File: src/rtl/d16_pipe_ctrl.sv
// d16_pipe_ctrl -- pipeline sequencing controller for the d16 core.
//
// Purpose: turns the hazard-unit enable, the jump-taken signal and the
// data-memory request/acknowledge handshake into stage register enables,
// flush and bubble controls for the LI/DI/EX/MEM/RE pipeline.
//
// Handshake: dmem_req is raised by this block and held, together with
// dmem_we, until the rising edge on which dmem_ack=1 is sampled. dmem_ack
// is looked at only while waiting (MEMW); at any other time it is ignored.
//
// Ports:
//   sys_clk       in   core clock, rising edge
//   sys_rst       in   synchronous active-high reset
//   hz_en         in   0 = RAW hazard, insert a bubble
//   jmp           in   taken jump resolved in EX
//   ex_mem_op     in   [7:0] opcode held in EX/MEM
//   dmem_ack      in   data memory finished the current request
//   cnt_clr       in   clears the stall counter
//   pc_en, li_di_en, di_ex_en, ex_mem_en, mem_re_en  out  stage load enables
//   li_di_flush   out  load NOP into LI/DI
//   di_ex_bubble  out  load NOP into DI/EX
//   dmem_req      out  registered data-memory request
//   dmem_we       out  registered write qualifier for dmem_req
//   state         out  [1:0] FSM state: RUN=0, MEMW=1, FLUSH=2
//   stall_cnt     out  [15:0] stalled-cycle counter
//
// Build option: define D16_STALL_CNT_EN to get a saturating stall counter;
// without it stall_cnt is tied to 0 and cnt_clr is unused.

module d16_pipe_ctrl (
    input  logic        sys_clk,
    input  logic        sys_rst,
    input  logic        hz_en,
    input  logic        jmp,
    input  logic [7:0]  ex_mem_op,
    input  logic        dmem_ack,
    input  logic        cnt_clr,
    output logic        pc_en,
    output logic        li_di_en,
    output logic        di_ex_en,
    output logic        ex_mem_en,
    output logic        mem_re_en,
    output logic        li_di_flush,
    output logic        di_ex_bubble,
    output logic        dmem_req,
    output logic        dmem_we,
    output logic [1:0]  state,
    output logic [15:0] stall_cnt
);

    // d16 memory opcodes
    localparam logic [7:0] D16_OP_LOD = 8'h10;
    localparam logic [7:0] D16_OP_LOP = 8'h11;
    localparam logic [7:0] D16_OP_STR = 8'h12;
    localparam logic [7:0] D16_OP_STP = 8'h13;

    typedef enum logic [1:0] {
        ST_RUN   = 2'd0,
        ST_MEMW  = 2'd1,
        ST_FLUSH = 2'd2
    } state_t;

    state_t     state_q, state_d;
    logic       mem_done_q, mem_done_d;
    logic       req_d, we_d;
    logic       is_mem, is_store;
    // {pc, li_di, di_ex, ex_mem, mem_re}
    logic [4:0] en;

    assign is_store = (ex_mem_op == D16_OP_STR) || (ex_mem_op == D16_OP_STP);
    assign is_mem   = is_store || (ex_mem_op == D16_OP_LOD) || (ex_mem_op == D16_OP_LOP);

    always_ff @(posedge sys_clk) begin
        if (sys_rst) begin
            state_q    <= ST_RUN;
            mem_done_q <= 1'b0;
            dmem_req   <= 1'b0;
            dmem_we    <= 1'b0;
        end else begin
            state_q    <= state_d;
            mem_done_q <= mem_done_d;
            dmem_req   <= req_d;
            dmem_we    <= we_d;
        end
    end

    always_comb begin
        state_d      = state_q;
        mem_done_d   = mem_done_q;
        req_d        = dmem_req;
        we_d         = dmem_we;
        en           = 5'b00000;
        li_di_flush  = 1'b0;
        di_ex_bubble = 1'b0;

        case (state_q)
            ST_RUN: begin
                if (is_mem && !mem_done_q) begin
                    // Freeze everything and launch the request.
                    state_d = ST_MEMW;
                    req_d   = 1'b1;
                    we_d    = is_store;
                end else begin
                    // EX/MEM advances in every remaining RUN case, so the
                    // op that was served leaves and the flag must clear.
                    mem_done_d = 1'b0;
                    en         = 5'b11111;
                    if (jmp) begin
                        li_di_flush  = 1'b1;
                        di_ex_bubble = 1'b1;
                        state_d      = ST_FLUSH;
                    end else if (!hz_en) begin
                        en           = 5'b00111;
                        di_ex_bubble = 1'b1;
                    end
                end
            end
            ST_MEMW: begin
                if (dmem_ack) begin
                    state_d    = ST_RUN;
                    req_d      = 1'b0;
                    we_d       = 1'b0;
                    mem_done_d = 1'b1;
                end
            end
            ST_FLUSH: begin
                // Kill the fetch that was issued before the jump resolved.
                en          = 5'b11111;
                li_di_flush = 1'b1;
                state_d     = ST_RUN;
            end
            default: begin
                state_d = ST_RUN;
            end
        endcase

        if (sys_rst) begin
            en           = 5'b00000;
            li_di_flush  = 1'b1;
            di_ex_bubble = 1'b1;
        end
    end

    assign {pc_en, li_di_en, di_ex_en, ex_mem_en, mem_re_en} = en;
    assign state = state_q;

`ifdef D16_STALL_CNT_EN
    logic [15:0] cnt_q;

    always_ff @(posedge sys_clk) begin
        if (sys_rst) begin
            cnt_q <= 16'h0000;
        end else if (cnt_clr) begin
            cnt_q <= 16'h0000;
        end else if (!pc_en && (cnt_q != 16'hFFFF)) begin
            cnt_q <= cnt_q + 16'd1;
        end
    end

    assign stall_cnt = cnt_q;
`else
    logic unused_cnt_clr;
    assign unused_cnt_clr = cnt_clr;
    assign stall_cnt      = 16'h0000;
`endif

endmodule
File: config.mk
export PLATFORM = sky130hd
export DESIGN_NAME = d16_pipe_ctrl
export DESIGN_NICKNAME = d
export VERILOG_FILES = /design/src/rtl/d16_pipe_ctrl.sv
export SDC_FILE = /design/constraint.sdc
export NUM_CORES = 1
export LEC_CHECK = 0
export ABC_AREA = 1
export BUFFER_PORTS_ARGS = -buffer_cell sky130_fd_sc_hd__buf_4
export CELL_PAD_IN_SITES_DETAIL_PLACEMENT = 0
export CELL_PAD_IN_SITES_GLOBAL_PLACEMENT = 1
export CORE_MARGIN = 5
export CORE_UTILIZATION = 24
export DETAILED_ROUTE_END_ITERATION = 16
export PLACE_DENSITY_LB_ADDON = 0.12
export SLEW_MARGIN = 20
export SYNTH_ARGS = -nofsm -noshare
export SYNTH_HDL_FRONTEND = slang
export SYNTH_SLANG_ARGS = --single-unit
File: constraint.sdc
create_clock -name sys_clk -period 3.1 [get_ports sys_clk]
set_input_delay 0.62 -clock sys_clk [delete_from_list [all_inputs] [get_ports sys_clk]]
set_output_delay 0.62 -clock sys_clk [all_outputs]
set_load 0.01 [all_outputs]
==> impl_summary.md <==
Outcome
The run finished with clean final reports.

Logic synthesis
Counting instances in the post-synthesis netlist gives the leading cell types as sky130_fd_sc_hd__buf_4, sky130_fd_sc_hd__inv_1, sky130_fd_sc_hd__nand2_1. The cell with the most instances after synthesis is sky130_fd_sc_hd__buf_4. After synthesis, flip-flops and latches occupy 21.16% of the total area. The synthesized netlist cell count is 70. The synthesized cell area is 473.0 µm². After synthesis, the cell types taking the most area are sky130_fd_sc_hd__buf_4, sky130_fd_sc_hd__dfxtp_1, sky130_fd_sc_hd__inv_1. The primary flip-flop cell chosen by synthesis mapping is sky130_fd_sc_hd__dfxtp_1. The number of distinct standard cells referenced by the synthesized netlist is 17. Yosys printed 0 warnings. Of all flip-flops after synthesis, the portion carrying an async set or reset was 0%. The register bit total from synthesis is 5. The number of enable flip-flop cells after synthesis is 0. Dividing the synthesized area by the synthesized cell count gives 6.756 µm².

Of all cell types, the one taking the most synthesized area is sky130_fd_sc_hd__buf_4. In this run the biggest area consumer among cell types represents 30.16% of the synthesized area.

Power and ir drop
Across the VDD grid, the largest voltage drop is 199.5 µV. Power spread over the standard cell area amounts to 326.5 nW/µm². The static leakage is 0.0003379 µW.

Clocking
The setup fix buffers added after clock tree synthesis is 0. The maximum count of clock buffers along a single path is 2. The number of hold buffers added after CTS was 0.

The post-cts gate resize count is 0. The depth of the CTS H-tree is 1. The buffer type at the clock tree root is sky130_fd_sc_hd__clkbuf_4. The later pin in the worst-skew pair is clocked with a latency of 240 ps.

The clock tree from TritonCTS is built. The number of clock buffers added by TritonCTS is 3. The clock-pin slew of the registers on the worst-case setup and hold paths is 50 ps. Clock tree synthesis found a total of 5 sinks.

Floorplan
The initial core utilization is 24.61%. Measured along the y axis, the die boundary spans 54.39 µm. Measured along the x axis, the die boundary spans 54.39 µm. The boundary pin count is 41. The cell row count is 16. The core region is 1922 µm².

The die outline area is 2958 µm².

Setup path
The destination of the critical timing path is mem_re_en. For this run, the slowest stage of the critical path takes 140 ps. The endpoint kind of the worst setup timing path is a primary output.

The startpoint identified for the worst register-to-register timing path is state[0]$_SDFFE_PP0P_. The largest fanout on the critical path is 3. Among the stages of the critical path, the cell type that occurs most often is sky130_fd_sc_hd__nand2_1. STA classifies the critical path startpoint as an input pin. Measured in cells, the most critical reg-to-reg path has a length of 7. The dominant delay contributor by cell family on the critical path is simple AND/OR/NAND/NOR gates. Traced cell by cell, the critical path runs through buf_4 > inv_1 > nand2_1 > nor2_4 > nand2_2 > nand2_1 > nand2_1 > nand2_1 > inv_1 > buf_4. The required time of the worst setup path is 2480 ps. The most critical setup path has its startpoint at ex_mem_op[3].

The setup slack of the most critical reg-to-reg path is 2150 ps. The worst register-to-register path ends at dmem_we$_SDFFE_PP0P_. The worst setup path is of the in -> out kind. The total buffers and inverters traversed by the critical path is 4.

Counting buffers and inverters, the worst setup path is 10 cells deep. Among all stages on the critical path, the largest delay is contributed by sky130_fd_sc_hd__buf_4. STA puts the critical path data arrival time at 1410 ps.

Placement
Detailed placement ended at an HPWL of 827.5 µm. The number of I/O port buffers is 22. The final weighted congestion in routability-driven placement is 0.6653.

Route
The ratio of routed vias to standard cells is 3.395. The routed design uses 437 µm of met2 wire. The count of nets left with antenna violations once routing finished came out at 0. The highest metal layer with signal wires is met3. The total wirelength of the detailed-routed design is 964 µm. In the detailed route, the total length drawn on met3 is 125 µm. The total via count in the routed design is 404. The average wire length per cell after detail routing is 8.101 µm. The iteration count of the initial detailed-routing pass is 3. The DRC violations left is 0. After detailed routing, the wire length on met1 is 401 µm. In this run, the number of DRC markers left after iteration 0 of detailed routing was 5.

STA
Static timing analysis puts the maximum clock frequency at 491.6 MHz. In the final timing run, aggregate negative setup slack is 0 ps. The number of hold violations in the final report is 0. Clock skew on the completed layout was measured at 5.261 ps. The number of setup violations in the final report is 0. Setup repair after global routing left no endpoint under its margin.

The final critical path time including I/O delays and setup is 2034 ps. The worst hold slack across all endpoints is 470.4 ps. The number of max-slew violations in the final report is 0. The share of the cycle needed by the critical path after routing is 65.62%.

Finish
The final layout contains 107 nets. The number of antenna repair diodes is 0. The share of layout cells above drive strength 1 is 39.13%. The layout-stage area growth over the synthesis result is 29.37%.

GRT
The remaining global-route overflow is 0. The wire length of the first global-routing pass is 1228 µm. The overall track demand over capacity in global routing is 5.746%. The number of antenna violations at the first check in global routing is 0.

The via count of the first global-routing pass is 339. Entering global routing, the biggest net connects 7 pins.

Hold path
The worst hold path class is reg -> reg. The start point of the worst min-delay path is dmem_req$_SDFFE_PP0P_.

Job
The number of max-capacitance violations reported is 0.
==> cell families after synthesis <==
group	share of synthesized area [%]
and+or+nand+nor	32.01
AOI/OAI and AO/OA	6.347
other	0.7929
DFF	21.16
buffers and inverters	39.68
==> where the power goes <==
group / switching [µW] / internal [µW] / total (µW)
clock network: 27.8 / 48.7 / 76.5
registers: 1.78 / 65.7 / 67.5
logic: 30.7 / 25.0 / 55.8
total: 60.3 / 139 / 200
==> through the flow <==
step                      std cells  total power, µW  util [%]  setup WS (ps)  instance area (µm²)
after floorplan                  85            116.6         -           1143                529.3
after global placement          115            125.1     30.47           1055                585.6
after detailed placement        115            124.6     30.47           1056                585.6
after CTS                       119            203.3     31.84           1054                611.8
after global routing            119            214.2     31.84          958.6                611.8
final                           119            199.8     31.84           1066                611.8
==> flip-flops by register name (all words and copies together) (netlist names) <==
signal	flops
state	2
dmem_req	1
dmem_we	1
mem_done_q	1
==> worst min-delay path, cell delays in order (launching register included) <==
cell and delay, ps:
sky130_fd_sc_hd__dfxtp_1 310, sky130_fd_sc_hd__nand2_1 60, sky130_fd_sc_hd__a21oi_1 50
==> layout by cell type, fill, tap and decap left out <==
cell type                  instances
sky130_fd_sc_hd__a21oi_1           4
sky130_fd_sc_hd__buf_4            22
sky130_fd_sc_hd__clkbuf_1          1
sky130_fd_sc_hd__clkbuf_4          3
sky130_fd_sc_hd__conb_1           16
sky130_fd_sc_hd__dfxtp_1           5
sky130_fd_sc_hd__inv_1            11
sky130_fd_sc_hd__inv_2             1
sky130_fd_sc_hd__nand2_1          10
sky130_fd_sc_hd__nand2_2           4
sky130_fd_sc_hd__nand3_1           3
sky130_fd_sc_hd__nand3_2           1
sky130_fd_sc_hd__nand4_1           1
sky130_fd_sc_hd__nor2_1            3
sky130_fd_sc_hd__nor2_2            1
sky130_fd_sc_hd__nor2_4            3
sky130_fd_sc_hd__o21ai_0           1
sky130_fd_sc_hd__o21ai_1           1
sky130_fd_sc_hd__or2_2             1
==> layout make-up <==
| type | count | area, µm² |
|---|---|---|
| Sequential cell | 5 | 100.1 |
| Multi-Input combinational cell | 49 | 241.5 |
| Inverter | 12 | 45.04 |
| Tap cell | 27 | 33.78 |
| Fill cell | 223 | 1310 |
| Clock buffer | 4 | 26.28 |
| Timing Repair Buffer | 22 | 165.2 |
==> routing by layer <==
metal,global-route usage (%),up-vias
met3,2.452,0
li1,-,217
met2,7.968,23
met1,7.131,164
met5,0,-
met4,3.734,0
==> how the worst min path moves through the flow <==
stage	end	slack (ps)	depth (start not counted)
2_1_floorplan	mem_done_q$_SDFFE_PP0P_	450	2
3_3_place_gp	dmem_req$_SDFFE_PP0P_	460	2
6_report	dmem_req$_SDFFE_PP0P_	470	2
3_5_place_dp	dmem_req$_SDFFE_PP0P_	460	2
4_1_cts	dmem_req$_SDFFE_PP0P_	470	2
5_1_grt	dmem_req$_SDFFE_PP0P_	480	2
Power figures use the tool's default switching activity.
